<file path="config.mk">
export PLATFORM = sky130hd
export DESIGN_NAME = keypad_scan_4x4
export DESIGN_NICKNAME = d
export VERILOG_FILES = /design/src/rtl/keypad_scan_4x4.sv
export SDC_FILE = /design/constraint.sdc
export NUM_CORES = 1
export LEC_CHECK = 0
export ABC_CLOCK_PERIOD_IN_PS = 4900
export BUFFER_PORTS_ARGS = -buffer_cell sky130_fd_sc_hd__buf_2
export CAP_MARGIN = 20
export CORE_MARGIN = 5
export CORE_UTILIZATION = 46
export CTS_CLUSTER_SIZE = 20
export DETAILED_ROUTE_END_ITERATION = 8
export GPL_ROUTABILITY_DRIVEN = 0
export GPL_TIMING_DRIVEN = 0
export HOLD_SLACK_MARGIN = 0.1
export PLACE_DENSITY = 0.75
export SLEW_MARGIN = 20
export SYNTH_ARGS = -nofsm -noshare
export SYNTH_HDL_FRONTEND = slang
export SYNTH_SLANG_ARGS = --single-unit
</file>
<file path="constraint.sdc">
create_clock -name clk -period 4.9 [get_ports clk]
set_input_delay 0.245 -clock clk [delete_from_list [all_inputs] [get_ports clk]]
set_output_delay 0.245 -clock clk [all_outputs]
set_load 0.05 [all_outputs]
</file>
<file path="src/rtl/keypad_scan_4x4.sv">
// keypad_scan_4x4
//   Scans a 4x4 matrix keypad one column at a time, debounces across whole
//   scans and reports one stable key as a 4-bit code.
//
// Parameters
//   DIV_EXP   : log2 of clocks per column step (scan tick every 2^DIV_EXP clk)
//   DEB_SCANS : consecutive identical full scans to accept a press/release (2..15)
//
// Ports
//   clk       : system clock, rising edge
//   reset     : synchronous, active-low
//   row_in    : keypad rows, active-low, asynchronous (2-FF synchronized)
//   col_out   : column strobe, active-low, one-cold
//   key_code  : accepted key, 4*row + col
//   key_valid : one-cycle pulse on acceptance of a new key
//   key_held  : high from acceptance until the release is debounced
//   multi_key : most recent completed scan saw two or more keys
module keypad_scan_4x4 #(
    parameter int unsigned DIV_EXP   = 17,
    parameter int unsigned DEB_SCANS = 4
) (
    input  logic       clk,
    input  logic       reset,
    input  logic [3:0] row_in,
    output logic [3:0] col_out,
    output logic [3:0] key_code,
    output logic       key_valid,
    output logic       key_held,
    output logic       multi_key
);

    typedef enum logic [1:0] {
        IDLE,
        DEB_PRESS,
        HELD,
        DEB_REL
    } state_t;

    localparam logic [3:0] DEB_LIMIT = 4'(DEB_SCANS);

    logic [DIV_EXP-1:0] div_cnt;
    logic               tick;
    logic               eval;
    logic [3:0]         row_meta;
    logic [3:0]         row_sync;
    logic [1:0]         col;
    logic [15:0]        scan_rec;
    logic [15:0]        scan_full;
    logic [4:0]         n_keys;
    logic [3:0]         single_code;
    logic               scan_empty;
    logic               scan_single;

    state_t     state, state_nxt;
    logic [3:0] cnt, cnt_nxt;
    logic [3:0] cand, cand_nxt;
    logic [3:0] code_nxt;
    logic       valid_nxt;
    logic       held_nxt;
    logic       multi_nxt;

    assign tick    = &div_cnt;
    // Evaluation happens on the tick that samples the last column.
    assign eval    = tick && (col == 2'd3);
    assign col_out = ~(4'b0001 << col);

    // Scan record including the column being sampled on this tick, so the
    // evaluation sees all 16 positions in the same cycle.
    always_comb begin
        scan_full = scan_rec;
        for (int unsigned r = 0; r < 4; r++) begin
            for (int unsigned c = 0; c < 4; c++) begin
                if (col == 2'(c)) begin
                    scan_full[4*r+c] = scan_rec[4*r+c] | ~row_sync[r];
                end
            end
        end
    end

    always_comb begin
        n_keys      = '0;
        single_code = '0;
        for (int unsigned i = 0; i < 16; i++) begin
            n_keys = n_keys + 5'(scan_full[i]);
            if (scan_full[i]) begin
                single_code = 4'(i);
            end
        end
    end

    assign scan_empty  = (n_keys == 5'd0);
    assign scan_single = (n_keys == 5'd1);

    // Divider, synchronizer, column stepping and scan record.
    always_ff @(posedge clk) begin
        if (!reset) begin
            div_cnt  <= '0;
            row_meta <= '1;
            row_sync <= '1;
            col      <= '0;
            scan_rec <= '0;
        end else begin
            div_cnt  <= div_cnt + 1'b1;
            row_meta <= row_in;
            row_sync <= row_meta;
            if (tick) begin
                col      <= col + 2'd1;
                scan_rec <= eval ? '0 : scan_full;
            end
        end
    end

    // Debounce FSM state and registered outputs.
    always_ff @(posedge clk) begin
        if (!reset) begin
            state     <= IDLE;
            cnt       <= '0;
            cand      <= '0;
            key_code  <= '0;
            key_valid <= 1'b0;
            key_held  <= 1'b0;
            multi_key <= 1'b0;
        end else begin
            state     <= state_nxt;
            cnt       <= cnt_nxt;
            cand      <= cand_nxt;
            key_code  <= code_nxt;
            key_valid <= valid_nxt;
            key_held  <= held_nxt;
            multi_key <= multi_nxt;
        end
    end

    always_comb begin
        state_nxt = state;
        cnt_nxt   = cnt;
        cand_nxt  = cand;
        code_nxt  = key_code;
        valid_nxt = 1'b0;
        held_nxt  = key_held;
        multi_nxt = multi_key;
        if (eval) begin
            multi_nxt = (n_keys >= 5'd2);
            case (state)
                IDLE: begin
                    if (scan_single) begin
                        state_nxt = DEB_PRESS;
                        cand_nxt  = single_code;
                        cnt_nxt   = 4'd1;
                    end
                end
                DEB_PRESS: begin
                    if (scan_single) begin
                        if (single_code == cand) begin
                            cnt_nxt = cnt + 4'd1;
                            if (cnt + 4'd1 == DEB_LIMIT) begin
                                state_nxt = HELD;
                                code_nxt  = cand;
                                valid_nxt = 1'b1;
                                held_nxt  = 1'b1;
                            end
                        end else begin
                            cand_nxt = single_code;
                            cnt_nxt  = 4'd1;
                        end
                    end else begin
                        state_nxt = IDLE;
                        cnt_nxt   = '0;
                    end
                end
                HELD: begin
                    if (scan_empty) begin
                        state_nxt = DEB_REL;
                        cnt_nxt   = 4'd1;
                    end
                end
                DEB_REL: begin
                    if (scan_empty) begin
                        cnt_nxt = cnt + 4'd1;
                        if (cnt + 4'd1 == DEB_LIMIT) begin
                            state_nxt = IDLE;
                            held_nxt  = 1'b0;
                        end
                    end else begin
                        state_nxt = HELD;
                    end
                end
                default: state_nxt = IDLE;
            endcase
        end
    end

endmodule

</file>
; ---- After elaboration in Yosys (flattened, before gate mapping)
; Cells that the tools add are included.
[word_totals]
reg_bits = 60
input_bits = 6
[classes]
n_addsub = 18
n_lt_le_gt_ge = 1
n_eq_ne = 20
shift = 1
muxes = 57
bitwise = 21
reduce_logical = 13
[ops]
columns = operator, count
row1 = 4-bit 2-to-1 mux, 22
row2 = 5-bit by 1-bit adder with 5-bit output, 11
row3 = 1-bit 2-to-1 mux, 23
row4 = "17-bit by 1-bit adder with 17-bit output, second input constant", 1
row5 = 17-bit AND reduction, 1
row6 = 16-bit 2-to-1 mux, 1
row7 = "2-bit inequality test, second input constant", 8
row8 = 1-bit OR, 16
row9 = 4-bit case mux with 4 select lines, 1
row10 = 5-bit AND reduction, 3
row11 = 2-bit 2-to-1 mux, 7
row12 = "3-bit inequality test, second input constant", 3
row13 = "2-bit equality test, second input constant", 4
row14 = 2-bit case mux with 4 select lines, 1
row15 = 4-bit case mux with 2 select lines, 1
row16 = 7-bit AND reduction, 1
row17 = 6-bit AND reduction, 1
row18 = 4-bit by 1-bit adder with 5-bit output, 1
row19 = "5-bit by 1-bit equality test with 1-bit output, second input constant", 1
row20 = "5-bit by 2-bit greater-or-equal comparator with 1-bit output, second input constant", 1
row21 = 5-bit zero test, 1
row22 = 3-bit by 1-bit adder with 4-bit output, 1
row23 = "4-bit by 1-bit adder with 4-bit output, second input constant", 1
row24 = "2-bit by 1-bit equality test with 1-bit output, second input constant", 2
row25 = 13 further kinds, 18

; ---- Depth between registers and ports, before layout
; Gate-level depths: netlist of run 1.
[logic_depth]
word_depth = 22
mapped_depth = 21
depth_no_buf = 20

; ---- Worst setup path after synthesis of run 1
; OpenSTA, ideal clock, no wires.
[synth_timing]
path_kind = reg2reg
startpoint = register col[1]
endpoint = register cnt[3]
setup_ns = 0.058
arrival_ns = 5.375
setup_slack_ns = -0.533
stages_incl_launch_ff = 20
n_path_buf = 1
path_cell_list = dfxtp_1 > inv_1 > ha_1 > inv_1 > o21ai_1 > fa_1 > inv_1 > fa_1 > fa_1 > fa_1 > inv_1 > ha_1 > fa_1 > or4_1 > clkbuf_1 > nor2_1 > and3_1 > nand4_1 > a211oi_1 > a211o_1
[synth_between]
elab_chain_cells = 21
elab_cells_between_ends = 61
cone_classes = add/sub: 15 / eq/ne: 8 / mux: 34 / reduce/logical: 4
[synth_lines]
columns = item, line_no
row1 = "start, declared", 46  ; logic [1:0] col;
row2 = "start signal, assigned", 107  ; col <= col + 2'd1;
row3 = "parallel branches: the longest is 21 deep, another holds 4-bit by 1-bit adder with 5-bit output", n/a
row4 = "end signal, assigned", 125  ; cnt <= cnt_nxt;
row5 = "end, declared", 55  ; logic [3:0] cnt, cnt_nxt;
; Parallel ways; which one is timed is not known.
; A chain may end at the register's enable or synchronous reset.

; ---- Worst setup path in the final report of run 1
[layout_timing]
startpoint = register col[1]
endpoint = register cnt[1]
; The elaborated chain is that of the path after synthesis.

==> results of run 1 <==
==> cells in the final DEF, fill, tap and decap left out, types with 4 or more instances in the layout <==
cell type,synthesis,routed
and2_1,19,19
inv_1,26,23
o21ai_0,11,8
a21o_1,5,5
mux2i_1,8,8
ha_1,13,9
nand3_1,11,9
xnor2_1,11,11
dlygate4sd3_1,0,4
o221ai_1,4,4
nand4_1,6,6
a21oi_1,16,12
clkbuf_1,14,12
nor3_1,11,10
buf_6,1,4
nand2_1,33,32
and3_1,9,9
nor2b_1,7,7
a21boi_0,6,4
buf_4,0,12
xor2_1,5,5
clkbuf_8,0,9
dfxtp_1,60,58
nand2b_1,12,12
fa_1,10,9
buf_2,1,16
nor2_1,34,29
==> timing repair <==
item | CTS | global route
pin swaps | 3 | 12
gates resized for setup | 24 | 20
setup endpoints to repair | 16 | 15
setup buffers | 6 | 11
hold buffers | 4 | 0
cloned | 0 | 0
hold endpoints to repair | 4 | 0
==> worst reg2reg max path: stages (launching register included) <==
cell and delay [ns]:
dfxtp_4 0.38, inv_4 0.04, ha_4 0.20, buf_12 0.14, a21oi_4 0.18, fa_1 0.46, fa_1 0.53, fa_1 0.46
fa_1 0.54, inv_2 0.06, ha_4 0.16, fa_2 0.34, nor2_2 0.10, a21oi_2 0.05, or4_4 0.56, buf_6 0.17
o22ai_4 0.17, a21boi_2 0.08, and2_1 0.16, a41o_1 0.19
==> where the power goes <==
| part | internal [mW] | switching, mW |
|---|---|---|
| logic | 0.0342 | 0.0522 |
| registers | 0.491 | 0.00483 |
| clock network | 0.237 | 0.213 |
| total | 0.762 | 0.270 |
==> registers in the layout (all words and copies together), names as in the netlist <==
name	cells
div_cnt	17
scan_rec	16
cand	4
cnt	4
key_code	4
row_meta	4
row_sync	4
col	2
state	2
key_held	1
key_valid	1
multi_key	1
==> path summary, 6_finish.rpt <==
| check | end | start | slack, ns |
|---|---|---|---|
| setup / recovery | cnt[1] | col[1] | -0.15 |
| setup reg to reg | cnt[1] | col[1] | -0.15 |
| hold reg to reg | row_sync[0] | row_meta[0] | 0.41 |
| hold / removal | row_sync[0] | row_meta[0] | 0.41 |
==> layout make-up <==
cell class,count,area [sq um]
Tap cell,99,123.9
Multi-Input combinational cell,283,2195
Clock inverter,7,75.07
Clock buffer,9,123.9
Buffer,14,61.31
Fill cell,598,3002
Timing Repair Buffer,36,279.0
Sequential cell,60,1209
Inverter,27,107.6
==> through the flow <==
step | instances | total power [mW]
floorplan | 386 | 0.5572
global placement | 500 | 0.5730
detailed placement | 500 | 0.5741
CTS | 524 | 1.027
global route | 535 | 1.074
finish | 535 | 1.032
==> layer usage <==
metal / routed length, um / vias to the layer above / track usage [%] / share of wire (%)
met5: 0 / - / 0 / 0
met4: 183 / 0 / 7.346 / 2.2
met3: 496 / 22 / 4.972 / 6.0
met2: 4186 / 125 / 31.60 / 51
met1: 3380 / 1452 / 22.86 / 41
li1: - / 1433 / - / -
==> logic make-up after synthesis <==
kind of cell	share of synthesized area, %
multiplexers	2.381
adder cells (fa/ha/maj)	10.79
AND/OR/NAND/NOR	24.07
AO/OA/AOI/OAI	17.34
flip-flops	35.71
XOR/XNOR	4.650
buffers and inverters	5.059
==> results.toml, run 1 <==
[critical_path]
cp.required_ns = 5.15
path_class = "flop to flop"
path_max_fanout = 7
crit_top_cell = "fa_1"
max_stage_delay_ns = 0.56
crit_chain = "inv_4 -> ha_4 -> buf_12 -> a21oi_4 -> fa_1 -> fa_1 -> fa_1 -> fa_1 -> inv_2 -> ha_4 -> fa_2 -> nor2_2 -> a21oi_2 -> or4_4 -> buf_6 -> o22ai_4 -> a21boi_2 -> and2_1 -> a41o_1"
cp.arrival_ns = 5.30
cp.depth = 19
timing.critical_path.buf_inv = 4
r2r_cells = 19
crit_path_end_kind = "flop"
slowest_stage = "or4_4"
path_delay_family = "adder cells"
start_kind = "flop"

[floorplanning]
coreArea_sq_mm = 0.007176
num_rows = 31
dieArea_sq_mm = 0.009121
ios = 17
die_w_um = 95.51
chipHeight_um = 95.51
initial_utilization_pct = 46.87

[clock_tree]
cts_tree = "yes"
insertion_delay_ns = 0.35
cts_made_buffers = 9
cts.sinks = 60
clock_path_buffers = 2
clk_pin_slew_worst_paths_ns = 0.07
htreeDepth = 3
root_buffer = "clkbuf_8"

[detailed_routing]
drc = 0
drt_iter0_drc = 209
vias_per_cell = 5.667
vias = 3032
dr.pass1.iters = 5
routedWlPerCell_um = 15.41
detail-route-antenna-nets = 0
wirelength_um = 8246

[global_routing]
grt_max_degree = 13
antenna_found_initial = 0
overflow = 0
first_global_vias = 2758
track_usage_pct = 18.79
grt_pass1_wl_um = 13270

[timing]
setup_ws_ns = -0.1509
fin_skew_ns = 0.007778
post-route-min-period_ns = 5.051
clock.fmax_mhz = 198.0
hold_viol = 0
tightest_slew_ns = 0.5417
fin_setup_tns_ns = -0.4262
finalCritPeriodShare_pct = 103.1
setup_violations = 6
grt_setup_unrepaired = "yes"
slew_headroom_pct = 63.88
slew_violations = 0
whs_ns = 0.4068

[power_and_ir_drop]
leakage_nw = 1.738
power_density_mw_per_mm2 = 247.3
peakVddDrop_mv = 0.1591

[final_layout]
drive_gt1_share_pct = 21.56
antenna_cells = 0
utilization_pct = 58.17
syn_to_final_growth_pct = 24.11
fin_area_sq_mm = 0.004174
nNetsFinal = 460

[synthesis]
synth_seq_cells = 60
yosys.area.top_type = "dfxtp_1"
synth_commonest_cells = "dfxtp_1, nor2_1, nand2_1, inv_1, and2_1"
synthFlopType = "dfxtp_1"
syn_avg_cell_area_sq_um = 8.713
synthesis.area_sq_mm = 0.003363
synthesis.nets = 415
netlist.area_leader.share_pct = 35.71
synth_edf_count = 0
synth.most_common_cell = "dfxtp_1"
synth.area.top_cells = "dfxtp_1, fa_1, ha_1"
synthArstFlopShare_pct = 0
ys_types = 60
synth_cells = 386
ys_seq_area_share_pct = 35.71
ys_warn_count = 0

[job]
maxCapViolCount = 0

[worst_hold_path]
whs_path_depth = 1
hold_class = "flop to flop"

[place]
dpl_cell_area_sq_mm = 0.003611
pre_cts_ws_ns = -0.5785
io_buffers = 15
dp_hpwl_um = 5427

[run_status]
outcome = "finished, violations left"
violations = "negative setup slack"
No activity file was read; power rests on OpenSTA's default activity.
==> inputs of run 2 (changes only) <==
--- a/config.mk
+++ b/config.mk
@@ -13,7 +13,7 @@
 export CTS_CLUSTER_SIZE = 20
 export DETAILED_ROUTE_END_ITERATION = 8
 export GPL_ROUTABILITY_DRIVEN = 0
-export GPL_TIMING_DRIVEN = 0
+export GPL_TIMING_DRIVEN = 1
 export HOLD_SLACK_MARGIN = 0.1
 export PLACE_DENSITY = 0.75
 export SLEW_MARGIN = 20
==> run 2 against run 1 <==
Effect of this change:
- worst hold slack improved by 0.0062 ns
- non-clock buffer count down 7
- power shrank 4.9%
- design area is 4.5% lower
- global-route usage shrank 1.1 points
- register-to-register slack better by 0.15 ns
- via count fell by 5.7%
- clock power fell by 9.1%
- the flow now finishes without violations
- critical path depth is 1 lower
- flip-flop and latch count did not move
- clock skew is essentially flat
- sequential share of layout area rose by 1.2 points
==> results.toml, run 2 (same netlist as run 1, synthesis figures left out) <==
[run_status]
outcome = "finished, final reports clean"

[detailed_routing]
dr.pass1.iters = 4
top_layer = "met4"
vias = 2860
drt_iter0_drc = 180
wirelength_um = 7365
routedWlPerCell_um = 13.95
drc = 0
vias_per_cell = 5.417
wl_met3_um = 240
drt-met1-wl_um = 3340
detail-route-antenna-nets = 0
routed-wl-met2_um = 3655

[clock_tree]
cts.sinks = 60
insertion_delay_ns = 0.33
htreeDepth = 3
clk_pin_slew_worst_paths_ns = 0.07
cts_made_buffers = 9
root_buffer = "clkbuf_8"
clock_path_buffers = 2
cts_tree = "yes"

[critical_path]
path_delay_family = "adder cells"
slowest_stage = "or4_4"
path_class = "flop to flop"
timing.critical_path.buf_inv = 4
max_stage_delay_ns = 0.56
cp.arrival_ns = 5.18
crit_path_end_kind = "flop"
start_kind = "flop"
cp.required_ns = 5.18
crit_top_cell = "fa_1"
path_max_fanout = 6
crit_chain = "inv_2 -> ha_4 -> clkinvlp_4 -> o21ai_4 -> fa_1 -> inv_1 -> fa_1 -> fa_1 -> fa_1 -> inv_1 -> ha_2 -> fa_2 -> or4_4 -> nor2_4 -> and3_1 -> nand4_1 -> a211oi_2 -> a211o_1"

[power_and_ir_drop]
peakVddDrop_mv = 0.1368
leakage_nw = 1.695
fin_total_pwr_mw = 0.9818
power_density_mw_per_mm2 = 246.2

[final_layout]
regMostFlops = "div_cnt"
multi_input_area_sq_mm = 0.002074
utilization_pct = 55.57
syn_to_final_growth_pct = 18.56
seqCellArea_sq_mm = 0.001204
final_cell_mix = "dfxtp_1, nand2_1, nor2_1, inv_1, buf_4"
largest_reg_flops = 17
fin_area_sq_mm = 0.003988
layout_commonest_cell = "dfxtp_1"
antenna_cells = 0
nNetsFinal = 453
reg_top3 = "div_cnt x17, scan_rec x16"
drive_gt1_share_pct = 19.81
fillCellCount = 640

[floorplanning]
chipHeight_um = 95.51
num_rows = 31
coreArea_sq_mm = 0.007176
ios = 17
dieArea_sq_mm = 0.009121
die_w_um = 95.51
initial_utilization_pct = 46.87

[global_routing]
grt_max_degree = 56
grt_pass1_wl_um = 12670
antenna_found_initial = 0
overflow = 0
track_usage_pct = 17.65
first_global_vias = 2769

[job]
maxCapViolCount = 0

[timing]
whs_ns = 0.4130
clock.fmax_mhz = 204.1
finalCritPeriodShare_pct = 99.97
slew_violations = 0
post-route-min-period_ns = 4.899
slew_headroom_pct = 44.48
setup_violations = 0
tightest_slew_ns = 0.8328
hold_viol = 0
fin_skew_ns = 0.007475
grt_setup_unrepaired = "yes"

[place]
io_buffers = 16
dpl_cell_area_sq_mm = 0.003687
dp_hpwl_um = 5277

[worst_hold_path]
hold_class = "flop to flop"
## run 2: timing repair
item                                   in CTS  in global routing
setup endpoints to repair                   7                 14
resized for setup                           9                  5
pin swaps                                   0                  5
setup buffers                               0                  3
hold buffers                                4                  0
endpoints found under the hold margin       4                  0
## run 2: metrics by stage
stage	setup WS, ns	std cells	TNS, ns
3_5_place_dp	-0.2018	505	-0.6418
4_1_cts	-0.009771	525	-0.009771
2_1_floorplan	-0.1007	386	-0.1845
6_report	0.001279	528	0
3_3_place_gp	-0.01473	505	-0.01473
5_1_grt	-0.1789	528	-1.024
## run 2: report_power, final
part           total [mW]  switching (mW)  internal [mW]
Sequential          0.496         0.00381          0.493
Clock               0.408           0.198          0.211
Combinational      0.0769          0.0455         0.0314
## run 2: final cells by class
type | count | share of cell area, %
Multi-Input combinational cell | 283 | 52.02
Sequential cell | 60 | 30.19
Timing Repair Buffer | 43 | 7.342
Clock buffer | 11 | 3.797
Tap cell | 99 | 3.106
Inverter | 27 | 2.636
Clock inverter | 5 | 0.9099
## run 2: final timing paths
| kind | end | startpoint | slack [ns] | cells after the start |
|---|---|---|---|---|
| setup reg to reg | cnt[3] | col[1] | 0.001 | 18 |
| hold / removal | row_sync[1] | row_meta[1] | 0.41 | 1 |
| hold reg to reg | row_sync[1] | row_meta[1] | 0.41 | 1 |
| setup / recovery | cnt[3] | col[1] | 0.001 | 18 |
## run 2: per-layer routing
| metal | vias up | global-route usage [%] |
|---|---|---|
| met4 | 0 | 9.242 |
| met3 | 14 | 2.762 |
| met2 | 65 | 29.33 |
| met5 | - | 0 |
| li1 | 1417 | - |
| met1 | 1364 | 21.98 |
==> inputs of run 3 (changes only) <==
==> constraint.sdc (replaced) <==
create_clock -name clk -period 4.9 [get_ports clk]
set_input_delay 0.98 -clock clk [delete_from_list [all_inputs] [get_ports clk]]
set_output_delay 0.98 -clock clk [all_outputs]
set_load 0.05 [all_outputs]
==> run 3 against run 2 <==
Effect of this change:
- design area down 1.0%
- worst setup slack worse by 0.0015 ns
- worst hold slack about the same
- non-clock buffer count down 4
- the run now ends with negative setup slack left
- combinational power down 3.4%
- sequential share of layout area up 0.31 points
- critical endpoint unchanged
- maximum frequency about the same
- largest power group unchanged
- utilization down 0.56 points
- sequential power about the same
==> results.toml, run 3 (same netlist as run 1, synthesis figures left out) <==
[place]
place_inst = 505
dp_hpwl_um = 5277
io_buffers = 16
dpl_cell_area_sq_mm = 0.003687

[floorplanning]
dieArea_sq_mm = 0.009121
num_rows = 31
die_w_um = 95.51
chipHeight_um = 95.51
ios = 17
initial_utilization_pct = 46.87
coreArea_sq_mm = 0.007176

[global_routing]
overflow = 0
grt_pass1_wl_um = 12590
track_usage_pct = 17.55
grt_max_degree = 56
antenna_found_initial = 0
first_global_vias = 2756

[critical_path]
crit_chain = "inv_2 -> ha_4 -> clkinvlp_4 -> o21ai_4 -> fa_1 -> inv_1 -> fa_1 -> fa_1 -> fa_1 -> inv_1 -> ha_2 -> fa_2 -> or4_4 -> nor2_4 -> and3_1 -> nand4_1 -> a211oi_2 -> a211o_1"
timing.critical_path.buf_inv = 4
slowest_stage = "or4_4"
path_class = "flop to flop"
rr_startpoint = "col[1]"
path_max_fanout = 6
critPathLaunch = "col[1]"
start_kind = "flop"
path_delay_family = "adder cells"
cp.arrival_ns = 5.18
crit_top_cell = "fa_1"
crit_path_end_kind = "flop"
cp.required_ns = 5.18
max_stage_delay_ns = 0.56

[final_layout]
final_cell_mix = "dfxtp_1, nand2_1, nor2_1, inv_1, buf_4"
layout_commonest_cell = "dfxtp_1"
nNetsFinal = 449
syn_to_final_growth_pct = 17.37
regMostFlops = "div_cnt"
fin_area_sq_mm = 0.003948
drive_gt1_share_pct = 20.00
utilization_pct = 55.01
antenna_cells = 0
largest_reg_flops = 17
reg_top3 = "div_cnt x17, scan_rec x16"
finalNonFillerCells = 524

[worst_hold_path]
hold_class = "flop to flop"
hp-start = "row_meta[1]"

[timing]
post-route-min-period_ns = 4.900
hold_viol = 0
whs_ns = 0.4130
fin_skew_ns = 0.008854
finalCritPeriodShare_pct = 100.0
fin_setup_tns_ns = -0.0001994
slew_violations = 0
slew_headroom_pct = 44.75
grt_setup_unrepaired = "yes"
setup_ws_ns = -0.0001994
tightest_slew_ns = 0.8287
clock.fmax_mhz = 204.1
setup_violations = 1

[detailed_routing]
drt_iter0_drc = 188
routedWlPerCell_um = 14.00
vias_per_cell = 5.464
wirelength_um = 7334
dr.pass1.iters = 5
vias = 2863
detail-route-antenna-nets = 0
drc = 0

[run_status]
violations = "negative setup slack"
outcome = "finished, violations left"

[clock_tree]
root_buffer = "clkbuf_8"
htreeDepth = 3
cts_tree = "yes"
insertion_delay_ns = 0.33
clock_path_buffers = 2
cts_made_buffers = 9
holdBufCountCts = 0
cts.sinks = 60
clk_pin_slew_worst_paths_ns = 0.07

[power_and_ir_drop]
pwr-share-seq_pct = 50.6
power_density_mw_per_mm2 = 248.4
peakVddDrop_mv = 0.1340
leakage_nw = 1.678
power.share.clock_pct = 41.8
switchingPower_mw = 0.2479
p_sw_share_pct = 25.28
p_comb_share_pct = 7.6
p_int_mw = 0.7327

[job]
maxCapViolCount = 0
-- run 3: cell count changes in the layout (fill, tap and decap cells not counted), sizes merged --
cell         before  now
dlygate4sd3       4    0
-- run 3: through the flow --
step | power [mW] | setup slack, ns
after floorplan | 0.5572 | -0.1007
after global placement | 0.5755 | -0.01473
after detailed placement | 0.5757 | -0.2018
after CTS | 0.9882 | -0.009771
after global routing | 1.026 | -0.1789
final | 0.9806 | -0.0001994
-- run 3: final timing paths --
kind	slack, ns	depth (start not counted)	end
setup / recovery	-0.0002	18	cnt[3]
hold / removal	0.41	1	row_sync[1]
setup reg to reg	-0.0002	18	cnt[3]
hold reg to reg	0.41	1	row_sync[1]
-- run 3: repair_timing --
action | in CTS | in global routing
resized for setup | 9 | 5
endpoints found under the setup margin | 7 | 14
setup buffers | 0 | 3
endpoints found under the hold margin | 0 | 0
pin swaps | 0 | 5
-- run 3: power groups by stage --
stage | sequential [mW] | clock [mW] | combinational (mW)
floorplan | 0.507 | 0 | 0.0504
global placement | 0.507 | 0 | 0.0683
detailed placement | 0.507 | 0 | 0.0684
CTS | 0.496 | 0.422 | 0.0701
global route | 0.497 | 0.448 | 0.0820
finish | 0.496 | 0.410 | 0.0743
-- run 3: area by class of cell --
type | count | area (sq um)
clock buffer | 11 | 151.4
clock inverter | 5 | 36.28
inverter | 27 | 105.1
timing repair buffer | 39 | 252.7
tap | 99 | 123.9
multi-input combinational | 283 | 2074
fill | 642 | 3228
sequential | 60 | 1204
-- run 3: metal layers --
layer | vias to the layer above | global-route usage (%) | wire [um]
li1 | 1408 | - | -
met1 | 1361 | 21.98 | 3280
met2 | 79 | 28.98 | 3624
met3 | 15 | 2.762 | 287
met4 | 0 | 9.242 | 141
met5 | - | 0 | 0
